--- src/rtl/aes_pkg.sv ---
// -----------------------------------------------------------------------------
// aes_pkg
// Shared constants and helpers for the AES key-schedule engine.
//   - Key-length encoding (AES_128 / AES_256).
//   - Nk (key words) and Nr (rounds) for each key length.
//   - rot_word: cyclic left byte rotation of a schedule word.
//   - xtime: GF(2^8) multiply-by-2 with the AES reduction polynomial.
// -----------------------------------------------------------------------------
package aes_pkg;

  // Key-length encoding as seen on the keylen port.
  localparam logic AES_128 = 1'b0;
  localparam logic AES_256 = 1'b1;

  // Words per cipher key.
  localparam int NK_128 = 4;
  localparam int NK_256 = 8;

  // Rounds per key length.
  localparam int NR_128 = 10;
  localparam int NR_256 = 14;

  // Total schedule words for the largest supported key.
  localparam int MAX_WORDS = 4 * (NR_256 + 1);

  // RotWord: {a0,a1,a2,a3} -> {a1,a2,a3,a0}.
  function automatic logic [31:0] rot_word(input logic [31:0] w);
    return {w[23:0], w[31:24]};
  endfunction

  // xtime: multiply by x in GF(2^8), reducing by 0x1b when the MSB shifts out.
  function automatic logic [7:0] xtime(input logic [7:0] b);
    return {b[6:0], 1'b0} ^ (b[7] ? 8'h1b : 8'h00);
  endfunction

endpackage

--- src/rtl/aes_rk_store.sv ---
// -----------------------------------------------------------------------------
// aes_rk_store
// Round-key register file for the key-schedule engine.
// Holds 4*NUM_RK 32-bit schedule words. One bulk key-load port writes the
// first eight words straight from the cipher key; one word write port stores
// each expanded word. The read side returns four consecutive words as one
// 128-bit round key, gated to zero when the schedule is not valid or the
// requested round is beyond the last round of the active key length.
//
// Ports:
//   clk        in   1    clock
//   load       in   1    write key words 0..7 from load_key
//   load_key   in   256  cipher key, MSB-aligned (word 0 in [255:224])
//   wr_en      in   1    write wr_data to word wr_addr
//   wr_addr    in   6    schedule word index
//   wr_data    in   32   schedule word
//   rd_valid   in   1    schedule complete; enables the read
//   max_round  in   4    highest readable round index (Nr)
//   round      in   4    round-key index to read
//   round_key  out  128  {w[4r], w[4r+1], w[4r+2], w[4r+3]} or 0
// -----------------------------------------------------------------------------
module aes_rk_store #(
  parameter int NUM_RK = 15
) (
  input  logic         clk,
  input  logic         load,
  input  logic [255:0] load_key,
  input  logic         wr_en,
  input  logic [5:0]   wr_addr,
  input  logic [31:0]  wr_data,
  input  logic         rd_valid,
  input  logic [3:0]   max_round,
  input  logic [3:0]   round,
  output logic [127:0] round_key
);

  localparam int NUM_WORDS = 4 * NUM_RK;

  logic [31:0] mem [NUM_WORDS];

  // NOTE: the word array has no reset; stale contents are never observable
  // because the read port is gated by rd_valid, and skipping the reset keeps
  // this a plain register file.
  always_ff @(posedge clk) begin
    if (load) begin
      // For AES-128 words 4..7 receive the zero-extended tail of the key
      // bus; they are overwritten by the expansion before anyone reads them.
      for (int j = 0; j < 8; j++) begin
        mem[j] <= load_key[255 - 32*j -: 32];
      end
    end else if (wr_en) begin
      mem[wr_addr] <= wr_data;
    end
  end

  logic       in_range;
  logic [5:0] base;

  // NOTE: every output of this block gets a default before any branch, so no
  // path leaves a signal unassigned and no latch is inferred.
  always_comb begin
    round_key = '0;
    base      = {round, 2'b00};
    in_range  = rd_valid && (round <= max_round) && (int'(round) < NUM_RK);
    if (in_range) begin
      round_key = {mem[base], mem[base + 6'd1], mem[base + 6'd2], mem[base + 6'd3]};
    end
  end

endmodule

--- src/rtl/aes_key_expand.sv ---
// -----------------------------------------------------------------------------
// aes_key_expand
// Sequential AES key-schedule engine for 128-bit and 256-bit keys. One
// schedule word is produced per clock; SubWord goes through an external
// combinational S-box shared with the datapath (sboxw out, new_sboxw back in
// the same cycle). Round keys are read by index from an internal store.
//
// Ports:
//   clk        in   1    clock, rising edge
//   reset      in   1    synchronous, active-high reset
//   init       in   1    start pulse; samples key and keylen
//   keylen     in   1    0 = AES-128, 1 = AES-256
//   key        in   256  cipher key, MSB-aligned (AES-128 uses [255:128])
//   sboxw      out  32   word to the external S-box (0 when unused)
//   new_sboxw  in   32   S-box result for sboxw
//   round      in   4    round-key index
//   round_key  out  128  round key for index `round`, 0 when not valid
//   ready      out  1    schedule complete and valid
// -----------------------------------------------------------------------------
module aes_key_expand
  import aes_pkg::*;
#(
  parameter int SUPPORT_256 = 1
) (
  input  logic         clk,
  input  logic         reset,
  input  logic         init,
  input  logic         keylen,
  input  logic [255:0] key,
  output logic [31:0]  sboxw,
  input  logic [31:0]  new_sboxw,
  input  logic [3:0]   round,
  output logic [127:0] round_key,
  output logic         ready
);

  localparam int NUM_RK = (SUPPORT_256 != 0) ? 15 : 11;

  localparam logic [1:0] ST_IDLE   = 2'd0;
  localparam logic [1:0] ST_EXPAND = 2'd1;
  localparam logic [1:0] ST_DONE   = 2'd2;

  localparam logic [5:0] LAST_128 = 6'(4 * (NR_128 + 1) - 1);
  localparam logic [5:0] LAST_256 = 6'(4 * (NR_256 + 1) - 1);

  logic [1:0]  state;
  logic [5:0]  word_idx;   // index i of the word written on the next edge
  logic [7:0]  rcon;
  logic        key256;     // latched key length
  logic        keylen_eff;

  // Sliding window of the most recent eight schedule words:
  // win[7] = w[i-1]; w[i-Nk] is win[0] for AES-256 and win[4] for AES-128.
  logic [31:0] win [8];

  logic [31:0] prev_word;
  logic [31:0] old_word;
  logic [31:0] temp;
  logic [31:0] new_word;
  logic        rcon_step;
  logic [5:0]  last_idx;
  logic [3:0]  max_round;
  logic        start;

  assign keylen_eff = (SUPPORT_256 != 0) ? keylen : AES_128;
  assign start      = init && !reset;
  assign last_idx   = key256 ? LAST_256 : LAST_128;
  assign max_round  = key256 ? 4'(NR_256) : 4'(NR_128);
  assign ready      = (state == ST_DONE);

  // Word rule; sboxw is held at zero whenever no SubWord is needed.
  always_comb begin
    prev_word = win[7];
    old_word  = key256 ? win[0] : win[4];
    sboxw     = '0;
    temp      = prev_word;
    rcon_step = 1'b0;
    if (state == ST_EXPAND) begin
      if (key256 ? (word_idx[2:0] == 3'd0) : (word_idx[1:0] == 2'd0)) begin
        sboxw     = rot_word(prev_word);
        temp      = new_sboxw ^ {rcon, 24'h0};
        rcon_step = 1'b1;
      end else if (key256 && (word_idx[2:0] == 3'd4)) begin
        sboxw = prev_word;
        temp  = new_sboxw;
      end
    end
    new_word = old_word ^ temp;
  end

  // Control FSM. Reset has priority over init; init in any state restarts.
  // NOTE: sequential state uses non-blocking assignments so every register
  // samples pre-edge values regardless of statement order.
  always_ff @(posedge clk) begin
    if (reset) begin
      state    <= ST_IDLE;
      word_idx <= '0;
      rcon     <= '0;
      key256   <= AES_128;
    end else if (init) begin
      state    <= ST_EXPAND;
      word_idx <= keylen_eff ? 6'(NK_256) : 6'(NK_128);
      rcon     <= 8'h01;
      key256   <= keylen_eff;
    end else if (state == ST_EXPAND) begin
      word_idx <= word_idx + 6'd1;
      if (rcon_step) begin
        rcon <= xtime(rcon);
      end
      if (word_idx == last_idx) begin
        state <= ST_DONE;
      end
    end
  end

  // Window: loaded from the key on start, shifted once per expanded word.
  always_ff @(posedge clk) begin
    if (start) begin
      for (int j = 0; j < 8; j++) begin
        // AES-128 places key words 0..3 in win[4..7] (j & 3 maps 4..7 -> 0..3).
        win[j] <= key[255 - 32*(keylen_eff ? j : (j & 3)) -: 32];
      end
    end else if (state == ST_EXPAND) begin
      for (int j = 0; j < 7; j++) begin
        win[j] <= win[j + 1];
      end
      win[7] <= new_word;
    end
  end

  aes_rk_store #(
    .NUM_RK (NUM_RK)
  ) u_store (
    .clk       (clk),
    .load      (start),
    .load_key  (key),
    .wr_en     ((state == ST_EXPAND) && !reset && !init),
    .wr_addr   (word_idx),
    .wr_data   (new_word),
    .rd_valid  (ready),
    .max_round (max_round),
    .round     (round),
    .round_key (round_key)
  );

endmodule

--- config.mk ---
export PLATFORM = sky130hd
export DESIGN_NAME = aes_key_expand
export DESIGN_NICKNAME = d
export VERILOG_FILES = /design/src/rtl/aes_pkg.sv /design/src/rtl/aes_rk_store.sv /design/src/rtl/aes_key_expand.sv
export SDC_FILE = /design/constraint.sdc
export NUM_CORES = 2
export LEC_CHECK = 0
export CAP_MARGIN = 15
export CORE_MARGIN = 1.5
export CORE_UTILIZATION = 60
export DETAILED_ROUTE_END_ITERATION = 10
export HOLD_SLACK_MARGIN = 0.05
export PLACE_DENSITY = 0.81
export SLEW_MARGIN = 20
export SYNTH_ARGS = -nofsm -noshare
export SYNTH_HDL_FRONTEND = slang
export SYNTH_SLANG_ARGS = --single-unit
--- constraint.sdc ---
create_clock -name clk -period 12.48 [get_ports clk]
set_input_delay 2.496 -clock clk [delete_from_list [all_inputs] [get_ports clk]]
set_output_delay 2.496 -clock clk [all_outputs]
set_load 0.01 [all_outputs]
==> flow_metrics.py <==
metrics = {
    "outcome": {
        "outcome": "completed",
    },
    "timing": {
        "max_freq_mhz": 111,
        "tightest_slew_ns": 1.21,
        "max-slew-margin-rel_pct": 19.0,
        "period_share_pct": 72.3,
        "slew_viol_final": 0,
        "grt_setup_unrepaired": "no",
        "hold_violations": 0,
        "setup_viol": 0,
        "fin_crit_ns": 9.02,
        "skew_ns": 0.0305,
        "setup_tns_ns": 0,
    },
    "clocking": {
        "clock-sinks": 2321,
        "postCtsSetupRepairBufs": 0,
        "cts_max_path_buffers": 3,
        "cts_root_buf": "clkbuf_16",
        "cts_tree": "yes",
        "cts_made_buffers": 210,
        "cts_resized": 0,
        "cts_hold_buf": 0,
        "clk_latency_ns": 0.88,
        "h-tree-depth": 4,
        "clk_pin_slew_ns": 0.07,
    },
    "placed_design": {
        "dp_hpwl_microns": 204000,
        "dpl.cell_count": 7348,
        "place_congestion": 1.05,
        "io_buffers": 456,
    },
    "global_routing": {
        "grt_pass1_vias": 54973,
        "grt_overflow": 0,
        "grt_pass1_wl_microns": 450000,
        "antenna_found_initial": 47,
        "grt_max_degree": 136,
        "track_usage_pct": 41.2,
    },
    "die": {
        "die_w_microns": 401,
        "num_rows": 145,
        "io_pins": 457,
        "core_area_sq_um": 157000,
        "die-area_sq_um": 161000,
        "initial_core_util_pct": 60.6,
        "fp.dieH_microns": 401,
    },
    "synthesis": {
        "ys_ff_latch": 2321,
        "synth_top_area_cell": "edfxtp_1",
        "yosysSeqAreaShare_pct": 73.1,
        "synth_ff_type": "edfxtp_1",
        "netlist_top_cells_count": "2304 x edfxtp_1, 512 x mux4_2, 459 x nand2_1",
        "synthTopCellsByArea": "edfxtp_1 73%, mux4_2 12%, mux2i_1 2.5%",
        "synth_edf_count": 2304,
        "syn_avg_cell_area_sq_um": 18.9,
        "synth_nets": 5317,
        "synthDistinctLibCells": 52,
        "synthCells": 5018,
        "postSynth.asyncResetShare_pct": 0,
        "syn-cell-area_sq_um": 95000,
        "synth_top_area_share_pct": 72.8,
        "synth.most_common_cell": "edfxtp_1",
        "yosysWarnings": 0,
    },
    "worst_hold_path": {
        "hold_path_class": "flip-flop to flip-flop",
        "hp-start": "rcon[5]$_SDFFE_PP0P_",
    },
    "worst_setup_path": {
        "cp-startpoint": "round[3]",
        "max_stage_delay_ns": 0.87,
        "crit_required_ns": 9.98,
        "arrival_ns": 6.52,
        "cp-start-kind": "input pin",
        "critPathCaptureType": "primary output",
        "slowest_stage": "clkdlybuf4s50_1",
        "crit_chain": "clkdlybuf4s50_1 -> inv_1 -> nor2_4 -> buf_4 -> a22oi_1 -> a21oi_1 -> clkdlybuf4s50_1",
        "r2r_start": "word_idx[0]$_SDFFE_PP0P_",
        "worstSetupPathType": "input pin to primary output",
        "cp_top_family": "buffers and inverters",
        "worst-path-buf-inv": 4,
        "crit_fanout": 51,
        "crit_path_frequent_cell": "clkdlybuf4s50_1",
    },
    "routing": {
        "via_per_inst": 7.46,
        "dr.pass1.iters": 10,
        "post_drt_wl_per_cell_microns": 42.7,
        "postRouteAntennaNets": 0,
        "drt_iter0_drc": 11742,
        "num_vias": 57940,
        "drc": 0,
        "wl_microns": 332000,
    },
    "finish": {
        "fillers": 9271,
        "layout.nets": 5807,
        "drive_gt1_share_pct": 22.0,
        "fin_cells": 7769,
        "fin_util_pct": 69.4,
        "seq_area_sq_um": 69500,
        "multi_input_area_sq_um": 24200,
        "areaGrowthSynthToFinish_pct": 14.5,
    },
    "pwr": {
        "p_leak_uw": 0.0352,
        "power.density_nw_per_um2": 163,
        "ir_drop_mv": 0.156,
    },
    "job": {
        "cap_violations": 0,
    },
}
-- area by class of cell --
type,instances,area share (%)
antenna,22,0.0506
clock buffer,259,5.02
clock inverter,134,0.946
inverter,30,0.113
multi-input combinational,2332,22.2
sequential,2321,63.9
tap,2058,2.37
timing repair buffer,613,5.37
-- layout by cell type, fill, tap and decap left out, types with 9 or more instances in the layout --
cell	count
a211oi_1	28
a21oi_1	140
a22oi_1	150
and2_1	11
buf_4	150
bufinv_16	10
clkbuf_1	48
clkbuf_16	211
clkdlybuf4s50_1	452
clkinv_1	63
clkinv_2	45
dfxtp_1	16
diode_2	22
edfxtp_1	2304
inv_1	9
inv_2	13
mux2_2	138
mux2i_1	234
mux2i_2	11
mux4_2	512
nand2_1	457
nor2_1	16
nor2_4	59
nor2b_1	27
o21ai_0	257
o21ai_1	40
o22ai_1	53
o31ai_1	72
xnor2_1	11
xnor2_4	10
xor2_1	9
-- registers in the layout, indices dropped and copies added (netlist names) --
register     count
rcon             8
state            2
key256           1
win            256
u_store.mem   2048
word_idx         6
-- where the power goes --
group | switching [uW] | total [uW] | internal [uW]
Sequential | 130 | 9350 | 9220
Clock | 2940 | 6260 | 3330
Combinational | 1590 | 2130 | 535
Total | 4660 | 17700 | 13100
-- tightest hold or removal path: stages, from the launching register on --
cell	delay [ns]
dfxtp_1	0.32
nand2_1	0.05
a21oi_1	0.06
-- cell families after synthesis --
group                    count (synthesis)  share of synthesized area, %
adder cells (fa/ha/maj)                  3                        0.0395
flip-flops                            2321                          73.1
AO/OA/AOI/OAI                          770                          4.98
multiplexers                           908                          16.6
XOR/XNOR                                38                         0.575
buffers and inverters                  365                          1.97
AND/OR/NAND/NOR                        613                          2.65
-- final timing paths --
path,end,slack (ns),cells after the start
min reg2reg,rcon[5]$_SDFFE_PP0P_,0.48,2
max reg2reg,u_store.mem[42][17]$_DFFE_PP_,7.03,8
max,round_key[35],3.46,7
min,rcon[5]$_SDFFE_PP0P_,0.48,2
-- metrics by stage --
stage	area (sq um)	power (uW)	hold WS, ns	setup WS (ns)
after floorplan	95000	10400	0.441	2.93
after global placement	102000	11400	0.456	3.68
after detailed placement	102000	11500	0.462	3.72
after CTS	109000	17600	0.473	3.54
after global routing	109000	18000	0.502	3.38
final	109000	17700	0.477	3.46
-- layer usage --
layer	wire length (microns)	vias to the layer above	GRT usage [%]
li1	-	21400	-
met2	143000	6647	58.8
met4	30600	34	29.4
met1	101000	28598	52.1
met3	57200	1261	15.9
met5	271	-	0
No activity file was read; power rests on OpenSTA's default activity.
